`src/rtl/subtrator_serial_4bits_if.sv`:
```
// Request/result bundle for the bit-serial subtractor.
// The master side issues start plus operands; the slave side returns status, result and flags.
interface subtrator_serial_4bits_if #(parameter int N = 4);
  logic         start;
  logic [N-1:0] a;
  logic [N-1:0] b;
  logic         bin;
  logic         busy;
  logic         done;
  logic [N-1:0] d;
  logic         bout;
  logic         ovf;
  logic         zero;

  modport master (output start, a, b, bin, input busy, done, d, bout, ovf, zero);
  modport slave  (input start, a, b, bin, output busy, done, d, bout, ovf, zero);
endinterface

```
`src/rtl/subtrator_serial_4bits.sv`:
```
// Bit-serial subtractor: D = A - B - bin, one bit per clock LSB first through a single
// full-subtractor cell, with a one-cycle done strobe and zero/borrow/overflow flags.
module subtrator_serial_4bits #(
   parameter int N = 4
) (
   input  logic clk,
   input  logic rst_n,
   subtrator_serial_4bits_if.slave bus
);
   localparam int CW = $clog2(N);

   localparam logic [1:0] IDLE = 2'd0;
   localparam logic [1:0] RUN  = 2'd1;
   localparam logic [1:0] DONE = 2'd2;

   logic [1:0]    state;
   logic [N-1:0]  sa, sb, res;
   logic          brw;
   logic [CW-1:0] cnt;
   logic [N-1:0]  d_q;
   logic          bout_q, ovf_q, zero_q;

   logic          dbit, brw_nxt, last;
   logic [N-1:0]  res_nxt;

   // single full-subtractor cell on the current LSBs of the shifting operands
   assign dbit    = sa[0] ^ sb[0] ^ brw;
   assign brw_nxt = (~sa[0] & sb[0]) | (~(sa[0] ^ sb[0]) & brw);
   assign res_nxt = {dbit, res[N-1:1]};
   assign last    = (cnt == CW'(N - 1));

   always_ff @(posedge clk or negedge rst_n) begin
      if (!rst_n) begin
         state  <= IDLE;
         sa     <= '0;
         sb     <= '0;
         res    <= '0;
         brw    <= 1'b0;
         cnt    <= '0;
         d_q    <= '0;
         bout_q <= 1'b0;
         ovf_q  <= 1'b0;
         zero_q <= 1'b0;
      end else begin
         case (state)
            IDLE: begin
               if (bus.start) begin
                  sa    <= bus.a;
                  sb    <= bus.b;
                  brw   <= bus.bin;
                  res   <= '0;
                  cnt   <= '0;
                  state <= RUN;
               end
            end
            RUN: begin
               sa  <= sa >> 1;
               sb  <= sb >> 1;
               brw <= brw_nxt;
               res <= res_nxt;
               cnt <= cnt + CW'(1);
               // on the MSB step sa[0]/sb[0] hold the original sign bits
               if (last) begin
                  state  <= DONE;
                  d_q    <= res_nxt;
                  bout_q <= brw_nxt;
                  ovf_q  <= (sa[0] ^ sb[0]) & (dbit ^ sa[0]);
                  zero_q <= (res_nxt == '0);
               end
            end
            DONE:    state <= IDLE;
            default: state <= IDLE;
         endcase
      end
   end

   assign bus.busy = (state == RUN);
   assign bus.done = (state == DONE);
   assign bus.d    = d_q;
   assign bus.bout = bout_q;
   assign bus.ovf  = ovf_q;
   assign bus.zero = zero_q;

endmodule
```
`src/flat_wrapper.sv`:
```
// flat-port wrapper written by rule: the top's interface ports become plain ports
module subtrator_serial_4bits_flat 
#(
   parameter int N = 4
)
  (clk, rst_n, bus_start, bus_a, bus_b, bus_bin, bus_busy, bus_done, bus_d, bus_bout, bus_ovf, bus_zero);
  subtrator_serial_4bits_if #(.N(N)) bus_i ();
  input  logic clk;
  input  logic rst_n;
  input wire logic [$bits(bus_i.start)-1:0] bus_start;
  input wire logic [$bits(bus_i.a)-1:0] bus_a;
  input wire logic [$bits(bus_i.b)-1:0] bus_b;
  input wire logic [$bits(bus_i.bin)-1:0] bus_bin;
  output wire logic [$bits(bus_i.busy)-1:0] bus_busy;
  output wire logic [$bits(bus_i.done)-1:0] bus_done;
  output wire logic [$bits(bus_i.d)-1:0] bus_d;
  output wire logic [$bits(bus_i.bout)-1:0] bus_bout;
  output wire logic [$bits(bus_i.ovf)-1:0] bus_ovf;
  output wire logic [$bits(bus_i.zero)-1:0] bus_zero;
  assign bus_i.start = bus_start;
  assign bus_i.a = bus_a;
  assign bus_i.b = bus_b;
  assign bus_i.bin = bus_bin;
  assign bus_busy = bus_i.busy;
  assign bus_done = bus_i.done;
  assign bus_d = bus_i.d;
  assign bus_bout = bus_i.bout;
  assign bus_ovf = bus_i.ovf;
  assign bus_zero = bus_i.zero;
  subtrator_serial_4bits #(.N(N)) u_core (.clk(clk), .rst_n(rst_n), .bus(bus_i));
endmodule
```
`config.mk`:
```
export PLATFORM = sky130hd
export DESIGN_NAME = subtrator_serial_4bits_flat
export DESIGN_NICKNAME = d
export VERILOG_FILES = /design/src/rtl/subtrator_serial_4bits_if.sv /design/src/rtl/subtrator_serial_4bits.sv /design/src/flat_wrapper.sv
export SDC_FILE = /design/constraint.sdc
export NUM_CORES = 1
export LEC_CHECK = 0
export CAP_MARGIN = 20
export CORE_ASPECT_RATIO = 0.7
export CORE_MARGIN = 2
export CORE_UTILIZATION = 25
export CTS_BUF_LIST = sky130_fd_sc_hd__clkbuf_8
export DETAILED_ROUTE_END_ITERATION = 12
export PLACE_DENSITY_LB_ADDON = 0.25
export SLEW_MARGIN = 20
export SYNTH_ARGS = -nofsm -noshare
export SYNTH_HDL_FRONTEND = slang
export SYNTH_SLANG_ARGS = --single-unit
```
`constraint.sdc`:
```
create_clock -name clk -period 3.2 [get_ports clk]
set_clock_uncertainty 0.1 [all_clocks]
set_input_delay 0.32 -clock clk [delete_from_list [all_inputs] [get_ports clk]]
set_output_delay 0.32 -clock clk [all_outputs]
set_load 0.03 [all_outputs]
```
### Word-level counts from Yosys, hierarchy flattened

Cells that the tools add are included.

* word-level logic and storage cells: 44
* bits in registers: 24
* bits of input ports: 12
* output and inout bits: 9

* equal/unequal tests: 5
* mux-type cells: 13
* reductions and logical operators: 6
* bitwise logic cells: 9
* add/sub/neg operators: 1

Operators by type and width (count)
* 4-bit one-hot mux with 2 select lines: 3
* 4-bit two-way mux: 3
* 2-bit one-hot mux with 2 select lines: 2
* 2-bit two-way mux: 3
* 2-bit AND reduction: 3
* 2-bit equality test (second input constant): 2
* 4-bit zero test: 1
* 1-bit bitwise AND: 3
* 1-bit XOR: 3
* 2-bit by 1-bit adder with 2-bit output (second input constant): 1
* 2-bit by 1-bit equality test with 1-bit output (second input constant): 1
* 2-bit zero test: 1
* 2-bit by 1-bit != test with 1-bit output (second input constant): 1
* 2-bit != test (second input constant): 1
* 1-bit NOT: 2
* 1-bit one-hot mux with 2 select lines: 1
* 2-bit nonzero test: 1
* 1-bit two-way mux: 1
* 1-bit bitwise OR: 1

### Longest topological paths before layout

* depth after elaboration: 5
* gate-level depth with buffers: 5
* depth with buffers taken out: 4

### Worst setup path before layout

OpenSTA, ideal clock, no wires.

* path type: flip-flop to flip-flop
* start point: register u_core.brw
* end point: register u_core.zero_q, in the netlist u_core.bus.zero
* required time: 3.017 ns
* cell stages (with the launch flop): 4
* clock period less this slack: 1.706 ns
* setup slack: 1.494 ns
* library setup time: 0.083 ns
* arrival time: 1.524 ns
* buffers on the path: 0
* cells stage by stage: dfrtp_1 > fa_1 > or4b_1 > o21ai_0

* longest elaborated chain between the ends: 2

Ends and longest elaborated chain
* start: declaration: RTL line subtrator_serial_4bits.sv:18 `logic brw;`
* start signal: assignment: RTL line subtrator_serial_4bits.sv:50 `brw <= bus.bin;`
* start signal: assignment: RTL line subtrator_serial_4bits.sv:59 `brw <= brw_nxt;`
* 1-bit XOR: RTL line subtrator_serial_4bits.sv:27 `assign dbit = sa[0] ^ sb[0] ^ brw;`
* 4-bit zero test: RTL line subtrator_serial_4bits.sv:68 `zero_q <= (res_nxt == '0);`
* end signal: assignment: RTL line subtrator_serial_4bits.sv:68
* end: declaration: RTL line subtrator_serial_4bits.sv:21 `logic bout_q, ovf_q, zero_q;`

Every way passes these cells.
A chain may end at the register's enable or synchronous reset.

### Final worst setup path

* start point: register u_core.state[0]
* end point: output port bus_busy

* longest elaborated chain between the ends: 1

Ends and longest elaborated chain
* start: declaration: RTL line subtrator_serial_4bits.sv:16 `logic [1:0] state;`
* start signal: assignment: RTL line subtrator_serial_4bits.sv:34 `state <= IDLE;`
* start signal: assignment: RTL line subtrator_serial_4bits.sv:53 `state <= RUN;`
* start signal: assignment: RTL line subtrator_serial_4bits.sv:64 `state <= DONE;`
* 2-bit by 1-bit equality test with 1-bit output: RTL line subtrator_serial_4bits.sv:77 `assign bus.busy = (state == RUN);`
* end: declaration: RTL line flat_wrapper.sv:14 `output wire logic [$bits(bus_i.busy)-1:0] bus_busy;`

Every way passes these cells.

==> metrics <==
class of the most critical hold timing path=reg2reg; Post-CTS Hold Buffers=0; area taken by flip-flops and latches=about 580 um2; Data required, critical path=about 2.8 ns; WL final=2010 um; clock-pin slew on the worst setup and hold paths=around 0.08 ns; number of H-tree levels=1; fraction of final layout cells sized beyond drive strength 1=0.0917; floorplan die area=4650 um2; multi-input combinational cell area=slightly below 400 um2; final cycle utilization of the critical path=0.728; highest clock frequency the design can meet=between 400 and 500 MHz; worst-path cell with the longest stage delay=clkdlybuf4s50_1; per-cell routed wire length=12.5 um; worst-margin pin slew=between 0.5 and 0.6 ns; placed wire-length estimate=1520 um; Cell Chain, Critical Path=or2b_1 -> inv_2 -> clkdlybuf4s50_1; clock sink count=23; I/O pin count=21; Worst Setup Path Type=reg2out; cell type contributing the most total cell area after synthesis=dfrtp_1; post-synth top area share=0.560; Synth warnings=0; die extent in x=80.7 um; most area-consuming cells after synthesis=dfrtp_1 56%, o22ai_1 6.1%, mux2_4 4.4%; Post-Syn Area per Cell=approximately 12 um2; count of cell types in the netlist=26; number of buffers added for setup after CTS=0; area added between synthesis and finish=27.9%; headroom to the max-slew limit=0.643; Layout Utilization=0.333; Initial DRT Pass Iterations=4; crit path DAT=1.91 ns; kind of start point of the critical path=flop; per-cell via count in the routed design=4.49; DRC viols=0; final number of setup-violating endpoints=0; Seq cells post-synth=23; pin count of the biggest net entering global routing=24; number of buffer cells added on primary ports=20; die height=57.7 um; CTS buffer count=3; total routing usage reported by global routing=0.100; post-layout min period=between 2 and 2.5 ns; starting density of the core=0.261; power per standard cell area=a little over 1000 nW/um2; most common library cell in the layout ignoring fill and taps=dfrtp_1; commonest cells after routing, fill and taps aside=23 x dfrtp_1, 19 x clkdlybuf4s50_1, 10 x o22ai_1, 8 x inv_1; status=completed; placement-stage worst setup slack=1.16 ns; initial DRC count=18; antenna violations before repair=0; maximum fanout along the worst path=11; Max IR drop VDD=307 uV; Cells after DPL=~160; number of max-capacitance violations reported=0; maximum clock path buffer count=2; Static Leakage=a little under 0.6 nW; routability congestion estimate=0.802; Post-Synthesis Cells=88; Crit. End Element=output port; CTS root buffer=clkbuf_8; RSZ-0062 raised after global routing=false; sequential element share of the synthesized area=0.560; total core area=approximately 3900 um2; slowest cell delay on critical path=between 0.6 and 0.7 ns; worst-case setup margin in the final layout=roughly 0.87 ns; vias in the first global route=712; num rows=19; Synthesized Nets=a little over 100; Antenna diodes=0; area of the mapped netlist=between 1000 and 1500 um2; Filler Cell Count=424; antenna violation net count after detailed routing=0; clock insertion delay at the later pin of the skew report=approximately 0.26 ns; reg2reg setup slack=around 1.4 ns; final net count=approximately 130; final setup TNS=0 ns; final count of hold timing violations=0; final global-route overflow total=0; wire length of the first global-routing pass=~3500 um; post-cts sizing count=0; total count of max-transition violations in the final report=0; count of placed standard cells in the final layout, fillers left out=roughly 160; TritonCTS clock tree=yes; total number of vias=around 720
## layout make-up
cell class | instances | area share
Clock buffer | 3 | 0.0314
Clock inverter | 1 | 0.00285
Inverter | 8 | 0.0228
Multi-Input combinational cell | 53 | 0.300
Sequential cell | 23 | 0.438
Tap cell | 52 | 0.0495
Timing Repair Buffer | 21 | 0.156
## cells in the mapped netlist
library cell / count
inv_1: 7
buf_6: 1
nor2_1: 3
buf_4: 1
o21ai_0: 5
nand3b_1: 1
or2b_1: 2
buf_2: 2
dfrtp_1: 23
nand2_1: 5
fa_1: 1
a2bb2oi_1: 2
a21oi_1: 5
o31ai_1: 2
inv_2: 1
ha_1: 2
o22ai_1: 10
or4b_1: 2
o221a_2: 1
nand2b_1: 2
a22o_1: 3
mux2_2: 1
xor2_1: 1
o21bai_1: 1
o32ai_1: 1
mux2_4: 3
## worst max-delay path, delay by kind of cell, from the launching register on
family,cells,cell delay (ns)
buffers and inverters,2,0.79
DFF,1,0.50
and+or+nand+nor,1,0.36
## logic make-up (layout without fill, tap and decap cells)
| kind of cell | after synthesis | in the layout | share of synthesized area |
|---|---|---|---|
| multiplexers | 4 | 4 | 0.0547 |
| buffers and inverters | 12 | 33 | 0.0572 |
| AND/OR/NAND/NOR | 15 | 15 | 0.0827 |
| adder cells (fa/ha/maj) | 3 | 3 | 0.0438 |
| AO/OA/AOI/OAI | 30 | 30 | 0.193 |
| flip-flops | 23 | 23 | 0.560 |
| XOR/XNOR | 1 | 1 | 0.00852 |
## per-layer routing
metal / wire length, um / GRT usage / up-vias / share of wire
met5: 0 / 0 / - / 0
met4: 20 / 0.0291 / 0 / 0.010
met3: 84 / 0.0389 / 5 / 0.042
met2: 846 / 0.136 / 12 / 0.42
met1: 1050 / 0.149 / 348 / 0.53
li1: - / - / 358 / -
## registers in the layout, indices dropped and copies added (netlist names)
name	flops
u_core.bus.zero	1
u_core.cnt	2
u_core.bus.d	4
u_core.bus.bout	1
u_core.sb	4
u_core.res	3
u_core.bus.ovf	1
u_core.brw	1
u_core.sa	4
u_core.state	2
## worst paths after layout
path,start,endpoint,cells after the start
setup / recovery,u_core.state[0]$_DFFE_PN0P_,bus_busy,3
hold / removal,u_core.bus.d[3]$_DFFE_PN0P_,u_core.bus.d[3]$_DFFE_PN0P_,2
setup reg to reg,u_core.sa[0]$_DFFE_PN0P_,u_core.bus.zero$_DFFE_PN0P_,4
hold reg to reg,u_core.bus.d[3]$_DFFE_PN0P_,u_core.bus.d[3]$_DFFE_PN0P_,2
max in group asynchronous,rst_n,u_core.sa[1]$_DFFE_PN0P_,2
min in group asynchronous,rst_n,u_core.bus.d[2]$_DFFE_PN0P_,2
## report_power, final
group,total [mW],switching (mW),internal [mW]
Sequential,0.536,0.111,0.424
Combinational,0.618,0.316,0.302
Clock,0.175,0.0890,0.0856
## metrics by stage
stage / cell area, um2 / hold WS (ns) / power [mW]
finish: 1320 / 0.383 / 1.33
global route: 1320 / 0.418 / 1.44
CTS: 1310 / 0.391 / 1.34
detailed placement: 1260 / 0.374 / 1.16
global placement: 1260 / 0.363 / 1.17
floorplan: 1030 / -0.0756 / 0.980
(Power assumes the default switching activity.)
